**src/rtl/rob_superscalar_pkg.sv**
```systemverilog
// rob_superscalar_pkg: shared ROB sizing and entry payload type; pc/br fields exist only with ROB_COMMIT_PC_EN
package CDB_types;
  localparam int ROB_DEPTH = 16;
  localparam int DISPATCH_W = 2;
  localparam int COMMIT_W = 2;
  localparam int CDB_NUM = 5;
  localparam int P_REG_NUM = 64;
  localparam int PD_W = $clog2(P_REG_NUM);
  typedef struct packed {
    logic [PD_W-1:0] pd;
    logic [4:0] rd;
`ifdef ROB_COMMIT_PC_EN
    logic [31:0] pc_next;
    logic br_en;
`endif
  } rob_entry_t;
endpackage

```
**src/rtl/rob_superscalar_commit_scan.sv**
```systemverilog
// rob_commit_scan: contiguous ready-to-retire lane mask starting at head
module rob_commit_scan #(
  parameter int ROB_DEPTH = CDB_types::ROB_DEPTH,
  parameter int COMMIT_W = CDB_types::COMMIT_W,
  localparam int IW = $clog2(ROB_DEPTH)
) (
  input  logic [IW-1:0]        head_idx,
  input  logic [ROB_DEPTH-1:0] valid,
  input  logic [ROB_DEPTH-1:0] done,
  input  logic [IW:0]          occ,
  output logic [COMMIT_W-1:0]  ready_mask
);
  import CDB_types::*;
  logic run;
  // walk lanes from head and stop at the first entry that cannot retire
  always_comb begin
    ready_mask = '0;
    run = 1'b1;
    for (int j = 0; j < COMMIT_W; j++) begin
      run = run & valid[head_idx + IW'(j)] & done[head_idx + IW'(j)] & ((IW+1)'(j) < occ);
      ready_mask[j] = run;
    end
  end
endmodule

```
**src/rtl/rob_superscalar.sv**
```systemverilog
// rob_superscalar: superscalar reorder buffer; define ROB_COMMIT_PC_EN to store and retire pc_next/br_en
module rob_superscalar #(
  parameter int ROB_DEPTH = CDB_types::ROB_DEPTH,
  parameter int DISPATCH_W = CDB_types::DISPATCH_W,
  parameter int COMMIT_W = CDB_types::COMMIT_W,
  parameter int CDB_NUM = CDB_types::CDB_NUM,
  parameter int P_REG_NUM = CDB_types::P_REG_NUM,
  localparam int IW = $clog2(ROB_DEPTH),
  localparam int PW = $clog2(P_REG_NUM)
) (
  input  logic                  clk,
  input  logic                  rst,
  input  logic [DISPATCH_W-1:0] enq_valid,
  input  logic [PW-1:0]         enq_pd [DISPATCH_W],
  input  logic [4:0]            enq_rd [DISPATCH_W],
  output logic                  enq_ready,
  output logic [IW:0]           enq_rob_idx [DISPATCH_W],
  input  logic [CDB_NUM-1:0]    cdb_we,
  input  logic [IW-1:0]         cdb_rob_idx [CDB_NUM],
  input  logic [31:0]           cdb_pc [CDB_NUM],
  input  logic [CDB_NUM-1:0]    cdb_br_en,
  output logic [COMMIT_W-1:0]   commit_valid,
  output logic [PW-1:0]         commit_pd [COMMIT_W],
  output logic [4:0]            commit_rd [COMMIT_W],
`ifdef ROB_COMMIT_PC_EN
  output logic [31:0]           commit_pc [COMMIT_W],
  output logic [COMMIT_W-1:0]   commit_br_en,
`endif
  input  logic                  flush,
  input  logic [IW:0]           recover_tail,
  output logic [IW:0]           head,
  output logic [IW:0]           tail,
  output logic [IW:0]           free_cnt,
  output logic                  empty,
  output logic                  full
);
  import CDB_types::*;
  logic [IW:0] head_q, tail_q, occ, scan_occ, flush_span, enq_cnt, commit_cnt;
  logic [ROB_DEPTH-1:0] valid_q, done_q;
  logic [COMMIT_W-1:0] commit_mask;
  logic do_enq;
  rob_entry_t mem [ROB_DEPTH];

  assign head = head_q;
  assign tail = tail_q;
  assign occ = tail_q - head_q;
  assign free_cnt = (IW+1)'(ROB_DEPTH) - occ;
  assign empty = head_q == tail_q;
  assign full = (head_q[IW-1:0] == tail_q[IW-1:0]) && (head_q[IW] != tail_q[IW]);
  assign enq_ready = free_cnt >= (IW+1)'(DISPATCH_W);
  assign do_enq = enq_ready && |enq_valid && !flush;
  assign enq_cnt = (IW+1)'($countones(enq_valid));
  assign commit_cnt = (IW+1)'($countones(commit_mask));
  assign flush_span = tail_q - recover_tail;
  // a flush limits retirement to entries older than recover_tail
  assign scan_occ = flush ? recover_tail - head_q : occ;
  assign commit_valid = commit_mask;

  rob_commit_scan #(.ROB_DEPTH(ROB_DEPTH), .COMMIT_W(COMMIT_W)) u_scan (
    .head_idx  (head_q[IW-1:0]),
    .valid     (valid_q),
    .done      (done_q),
    .occ       (scan_occ),
    .ready_mask(commit_mask)
  );

  // per-lane dispatch tags and retiring payloads
  always_comb begin
    for (int k = 0; k < DISPATCH_W; k++) enq_rob_idx[k] = tail_q + (IW+1)'(k);
    for (int j = 0; j < COMMIT_W; j++) begin
      commit_pd[j] = commit_mask[j] ? mem[head_q[IW-1:0] + IW'(j)].pd : '0;
      commit_rd[j] = commit_mask[j] ? mem[head_q[IW-1:0] + IW'(j)].rd : '0;
    end
  end

`ifdef ROB_COMMIT_PC_EN
  // branch outcome of retiring entries
  always_comb begin
    for (int j = 0; j < COMMIT_W; j++) begin
      commit_pc[j] = commit_mask[j] ? mem[head_q[IW-1:0] + IW'(j)].pc_next : '0;
      commit_br_en[j] = commit_mask[j] ? mem[head_q[IW-1:0] + IW'(j)].br_en : 1'b0;
    end
  end
`else
  logic unused_cdb;
  // branch results have no storage in this build
  always_comb begin
    unused_cdb = ^cdb_br_en;
    for (int i = 0; i < CDB_NUM; i++) unused_cdb = unused_cdb ^ (^cdb_pc[i]);
  end
`endif

  // pointers and valid/done: writeback, then retire, then flush or dispatch (later writes win)
  always_ff @(posedge clk or negedge rst) begin
    if (!rst) begin
      head_q <= '0;
      tail_q <= '0;
      valid_q <= '0;
      done_q <= '0;
    end else begin
      for (int i = 0; i < CDB_NUM; i++)
        if (cdb_we[i] && valid_q[cdb_rob_idx[i]]) done_q[cdb_rob_idx[i]] <= 1'b1;
      for (int j = 0; j < COMMIT_W; j++)
        if (commit_mask[j]) begin
          valid_q[head_q[IW-1:0] + IW'(j)] <= 1'b0;
          done_q[head_q[IW-1:0] + IW'(j)] <= 1'b0;
        end
      head_q <= head_q + commit_cnt;
      if (flush) begin
        tail_q <= recover_tail;
        for (int i = 0; i < ROB_DEPTH; i++)
          if ({1'b0, IW'(i) - recover_tail[IW-1:0]} < flush_span) begin
            valid_q[i] <= 1'b0;
            done_q[i] <= 1'b0;
          end
      end else if (do_enq) begin
        tail_q <= tail_q + enq_cnt;
        for (int k = 0; k < DISPATCH_W; k++)
          if (enq_valid[k]) begin
            valid_q[tail_q[IW-1:0] + IW'(k)] <= 1'b1;
            done_q[tail_q[IW-1:0] + IW'(k)] <= 1'b0;
          end
      end
    end
  end

  // payload storage, never reset
  always_ff @(posedge clk) begin
`ifdef ROB_COMMIT_PC_EN
    for (int i = 0; i < CDB_NUM; i++)
      if (cdb_we[i] && valid_q[cdb_rob_idx[i]]) begin
        mem[cdb_rob_idx[i]].pc_next <= cdb_pc[i];
        mem[cdb_rob_idx[i]].br_en <= cdb_br_en[i];
      end
`endif
    if (do_enq)
      for (int k = 0; k < DISPATCH_W; k++)
        if (enq_valid[k]) begin
          mem[tail_q[IW-1:0] + IW'(k)].pd <= enq_pd[k];
          mem[tail_q[IW-1:0] + IW'(k)].rd <= enq_rd[k];
        end
  end
endmodule

```
**config.mk**
```make
export PLATFORM = sky130hd
export DESIGN_NAME = rob_superscalar
export DESIGN_NICKNAME = d
export VERILOG_FILES = /design/src/rtl/rob_superscalar_pkg.sv /design/src/rtl/rob_superscalar_commit_scan.sv /design/src/rtl/rob_superscalar.sv
export SDC_FILE = /design/constraint.sdc
export NUM_CORES = 1
export LEC_CHECK = 0
export CAP_MARGIN = 25
export CORE_MARGIN = 2
export CORE_UTILIZATION = 50
export CTS_CLUSTER_SIZE = 10
export DETAILED_ROUTE_END_ITERATION = 10
export PLACE_DENSITY = 0.8
export SYNTH_ARGS = -nofsm -noshare
export SYNTH_HDL_FRONTEND = slang
export SYNTH_HIERARCHICAL = 1
export SYNTH_SLANG_ARGS = --single-unit
```
**constraint.sdc**
```tcl
create_clock -name clk -period 8.4 [get_ports clk]
set_input_delay 2.52 -clock clk [delete_from_list [all_inputs] [get_ports clk]]
set_output_delay 2.52 -clock clk [all_outputs]
set_load 0.1 [all_outputs]
```
== Word level (Yosys, flattened, before mapping) ==
Memory sizes are Yosys's and may differ from the RTL's.
Index checks and enable logic that the tools add are counted.

* Add/sub/neg operators: 27
* Magnitude comparators: 37
* Equal/unequal tests: 3
* Mux-type cells: 102
* Bitwise logic cells: 22
* Reductions and logical operators: 20

{| class="wikitable"
|+ Operators with widths
! kind !! count
|-
| 16-bit 2-to-1 mux || 21
|-
| 16-bit bitwise OR || 7
|-
| 16-bit bitwise AND || 6
|-
| 4-bit by 5-bit < comparator with 1-bit output || 16
|-
| 16-bit inverter || 4
|-
| 1-bit 2-to-1 mux || 56
|-
| 4-bit by 5-bit < comparator with 1-bit output (second input constant) || 9
|-
| 1-bit binary-select mux with 4-bit select || 9
|-
| 1-bit demux with 4-bit select || 9
|-
| 4-bit by 1-bit greater-or-equal comparator with 1-bit output (second input constant) || 9
|-
| 4-bit subtractor (first input constant) || 8
|-
| 5-bit 2-to-1 mux || 5
|-
| 1-bit logical AND || 17
|-
| 3-bit by 4-bit subtractor with 4-bit output (first input constant) || 4
|-
| 5-bit subtractor || 3
|-
| 6-bit 2-to-1 mux || 2
|-
| 5-bit by 2-bit adder with 5-bit output || 2
|-
| 1-bit by 5-bit < comparator with 1-bit output (first input constant) || 2
|-
| 4-bit by 1-bit adder with 4-bit output (second input constant) || 2
|-
| 1-bit by 4-bit subtractor with 4-bit output (first input constant) || 2
|-
| 2-bit by 4-bit subtractor with 4-bit output (first input constant) || 2
|-
| 5-bit by 1-bit adder with 5-bit output (second input constant) || 1
|-
| 1-bit bitwise AND || 5
|-
| 5-bit == test || 1
|-
| other kinds (8) || 9
|}

* Flip-flop bits (word level): 42
* RAM bits: 176
* Bits of input ports: 222
* Output and inout port bits: 52
* Logic and storage cells: 216
* Memories: 1

{| class="wikitable"
|+ Memory list
! name !! words !! width !! rd ports !! clocked after Yosys merged registers in !! write ports !! RTL line !! RTL
|-
| mem || 16 || 11 || 2 || 0 || 2 || rob_superscalar.sv:42 || <nowiki>rob_entry_t mem [ROB_DEPTH];</nowiki>
|}

== Logic depth before layout (Yosys ltp) ==
* Word-level depth: 26
* Mapped depth: 20
* Depth with buffers taken out: 17

== Hierarchy ==
Netlist, hierarchy kept.

{| class="wikitable"
|+ By module, submodules not included
! module !! instances !! cells an instance !! area an instance (µm²) !! sequential area each (µm²)
|-
| rob_superscalar || 1 || 1242 || 15897.7 || 6336.1
|-
| rob_commit_scan || 1 || 66 || 460.4 || 0.0
|}

== Worst setup path after synthesis ==
No wires, ideal clock.

* Kind: input to output
* Start point: input recover_tail[0]
* End point: output commit_pd[10] (netlist name)
* Arrival: 5.871 ns
* Data required time: 5.880 ns
* Setup slack: 0.009 ns
* Stages on the path: 14
* Path buffers: 2
* Path through: inv_1 > ha_1 > fa_1 > inv_1 > a21o_1 > a21oi_1 > xnor2_1 > nand2_1 > o21ai_0 > or4_1 > o21a_1 > clkbuf_1 > clkbuf_1 > and2_1

{| class="wikitable"
|+ RTL lines
! item !! RTL line !! RTL
|-
| from (decl) || rob_superscalar.sv:30 || <nowiki>input logic [IW:0] recover_tail,</nowiki>
|-
| to (decl) || rob_superscalar.sv:23 || <nowiki>output logic [PW-1:0] commit_pd [COMMIT_W],</nowiki>
|}

==> results.json <==
{
  "skew_ns": 0.0122,
  "portBuffers": 108,
  "required_ns": 5.88,
  "dieArea_sq_um": 34200,
  "drive_gt1_share_pct": 31.8,
  "grt_max_degree": 59,
  "dp_hpwl_um": 34200,
  "cts_hold_buffers": 0,
  "syn_area_sq_um": 16400,
  "clockPowerShare_pct": 13.6,
  "yosysUniqueCellTypes": 82,
  "clk_latency_ns": 0.54,
  "syn2layout_area_growth_pct": 16.1,
  "wire_per_inst_um": 28.0,
  "cts.sinks": 218,
  "p_seq_share_pct": 20.5,
  "synthTopCellsByArea": "edfxtp_1, mux4_2, mux2_2",
  "ant_nets": 0,
  "tightest_slew_ns": 1.17,
  "fp.coreArea_sq_um": 32400,
  "p_per_area_nw_per_um2": 382,
  "gp_congestion": 0.928,
  "final.period_utilization_pct": 98.5,
  "syn_nets": 1601,
  "die_h_um": 185,
  "avgSynthCellArea_sq_um": 12.5,
  "startpoint_type": "primary input",
  "crit_arrival_ns": 5.75,
  "final_common_cell": "edfxtp_1",
  "grt_pass1_wl_um": 76700,
  "slew_violations": 0,
  "initial_core_util_pct": 50.5,
  "vias": 12700,
  "root_buffer": "clkbuf_16",
  "track_usage_pct": 30.2,
  "worstRegToRegCells": 16,
  "numCtsBuffers": 26,
  "ys.flop_type": "edfxtp_1",
  "mostFrequentLayoutCells": "edfxtp_1, mux2_2, mux4_2",
  "power.switching_mw": 3.62,
  "peakVddDrop_mv": 0.516,
  "setup_slack_ns": 0.129,
  "routed_via_density": 6.94,
  "syn_inst": 1308,
  "fin_nets": 1669,
  "crit_fanout": 21,
  "yosysSeqAreaShare_pct": 38.7,
  "route.detailed.drc": 0,
  "fin_util_pct": 58.7,
  "htreeDepth": 1,
  "antenna_found_initial": 2,
  "grt_pass1_vias": 12600,
  "ios": 274,
  "hold_viol": 0,
  "cap_violations": 0,
  "grt_overflow_total": 0,
  "power.share.switching_pct": 49.9,
  "cts_max_path_buffers": 3,
  "yosys_warnings": 6,
  "critical_path_class": "primary input to primary output",
  "die_x_um": 185,
  "synth_edf_count": 176,
  "ys_ff_latch": 218,
  "synthArstFlopShare_pct": 19.3,
  "cts_tree": "built",
  "rows": 66,
  "clk_pin_slew_ns": 0.05,
  "relSlewSlack_pct": 22.0,
  "first_pass_iters": 7,
  "rsz0062_at_grt": "false",
  "intPower_mw": 3.64,
  "leakage_nw": 6.60,
  "end_kind": "primary output",
  "place_ws_ns": -0.0106,
  "setup_viol": 0,
  "hold_class": "flip-flop to flip-flop",
  "wl_um": 51300,
  "p_comb_share_pct": 65.9,
  "max_freq_mhz": 121,
  "period_minus_slack_ns": 8.27,
  "synth_top_area_share_pct": 32.3,
  "holdPathStages": 1,
  "drt_iter0_drc": 1462,
  "status": "finished, final reports clean",
  "synth_top_cell_by_area": "edfxtp_1"
}
-- what timing repair did --
action / in CTS / in global routing
setup buffers: 0 / 0
setup endpoints to repair: 1 / 0
gates resized for setup: 1 / 0
endpoints found under the hold margin: 0 / 0
-- area by class of cell --
| class | instances | area [sq um] |
|---|---|---|
| inverter | 56 | 210 |
| sequential | 218 | 6340 |
| clock inverter | 3 | 26.3 |
| tap | 442 | 553 |
| multi-input combinational | 920 | 9470 |
| timing repair buffer | 154 | 1690 |
| clock buffer | 36 | 688 |
| antenna | 2 | 5.00 |
| fill | 2563 | 13400 |
-- critical path, stage by stage --
cell and delay (ns):
clkdlybuf4s50_1 0.48, inv_1 0.06, ha_1 0.22, fa_1 0.40, inv_1 0.08, a21o_1 0.11, a21oi_1 0.07, xnor2_1 0.13
nand2_1 0.06, o21ai_0 0.09, or4_1 0.64, and4_1 0.27, buf_12 0.17, and2_1 0.24, buf_12 0.20
-- metal layers --
layer | part of all wire, % | global-route usage [%] | vias up
met2 | 48 | 49.2 | 894
met3 | 11 | 6.13 | 171
li1 | - | - | 5315
met5 | 0.016 | 0 | -
met1 | 37 | 39.5 | 6323
met4 | 4.2 | 12.7 | 2
-- power by group through the flow --
stage                     Combinational, mW  Clock (mW)  Sequential (mW)
after detailed placement               4.73           0             1.50
after global placement                 4.65           0             1.49
after floorplan                        3.34           0             1.50
after CTS                              4.75       0.989             1.48
final                                  4.78       0.990             1.48
after global routing                   4.98        1.03             1.50
-- sequential cells by signal, summed over array words and instances, names as in the netlist --
signal	cells
mem	176
done_q	16
valid_q	16
head	5
tail	5
-- Yosys cell counts (all sizes together), types with 22 or more instances --
master  instances
edfxtp        176
a21oi          24
ha             66
clkbuf         70
mux4          121
nand3          34
inv            55
dfrtp          42
nor2           36
nor3           54
and2           30
mux2          179
xnor2          22
nand2          56
buf            44
-- stage by stage --
stage / power (mW) / cell area [sq um] / std cells / hold slack (ns) / setup TNS (ns)
4_1_cts: 7.22 / 18900 / 1827 / 0.642 / 0
5_1_grt: 7.51 / 19000 / 1829 / 0.677 / 0
3_3_place_gp: 6.14 / 18200 / 1788 / 0.632 / 0
2_1_floorplan: 4.84 / 16400 / 1308 / 0.536 / 0
6_report: 7.26 / 19000 / 1831 / 0.632 / 0
3_5_place_dp: 6.23 / 18200 / 1788 / 0.629 / -0.0106
-- kinds of logic after synthesis --
family / after synthesis / synth area share (%)
xor gates and xnor gates: 35 / 2.08
buffers and inverters: 170 / 4.57
DFF: 218 / 38.7
muxes: 312 / 29.7
and+or+nand+nor: 302 / 10.3
AOI/OAI and AO/OA: 200 / 8.87
adders and majority gates: 71 / 5.66
-- worst paths after layout --
kind                                   start                   end  slack, ns
min in group asynchronous                rst  done_q[11]$_DFF_PN0_       1.78
hold / removal             head[4]$_DFF_PN0_     head[4]$_DFF_PN0_       0.63
setup reg to reg           head[3]$_DFF_PN0_   done_q[3]$_DFF_PN0_       3.06
hold reg to reg            head[4]$_DFF_PN0_     head[4]$_DFF_PN0_       0.63
setup / recovery             recover_tail[0]          commit_rd[4]       0.13
max in group asynchronous                rst     head[1]$_DFF_PN0_       6.20
No activity file was read; power rests on OpenSTA's default activity.
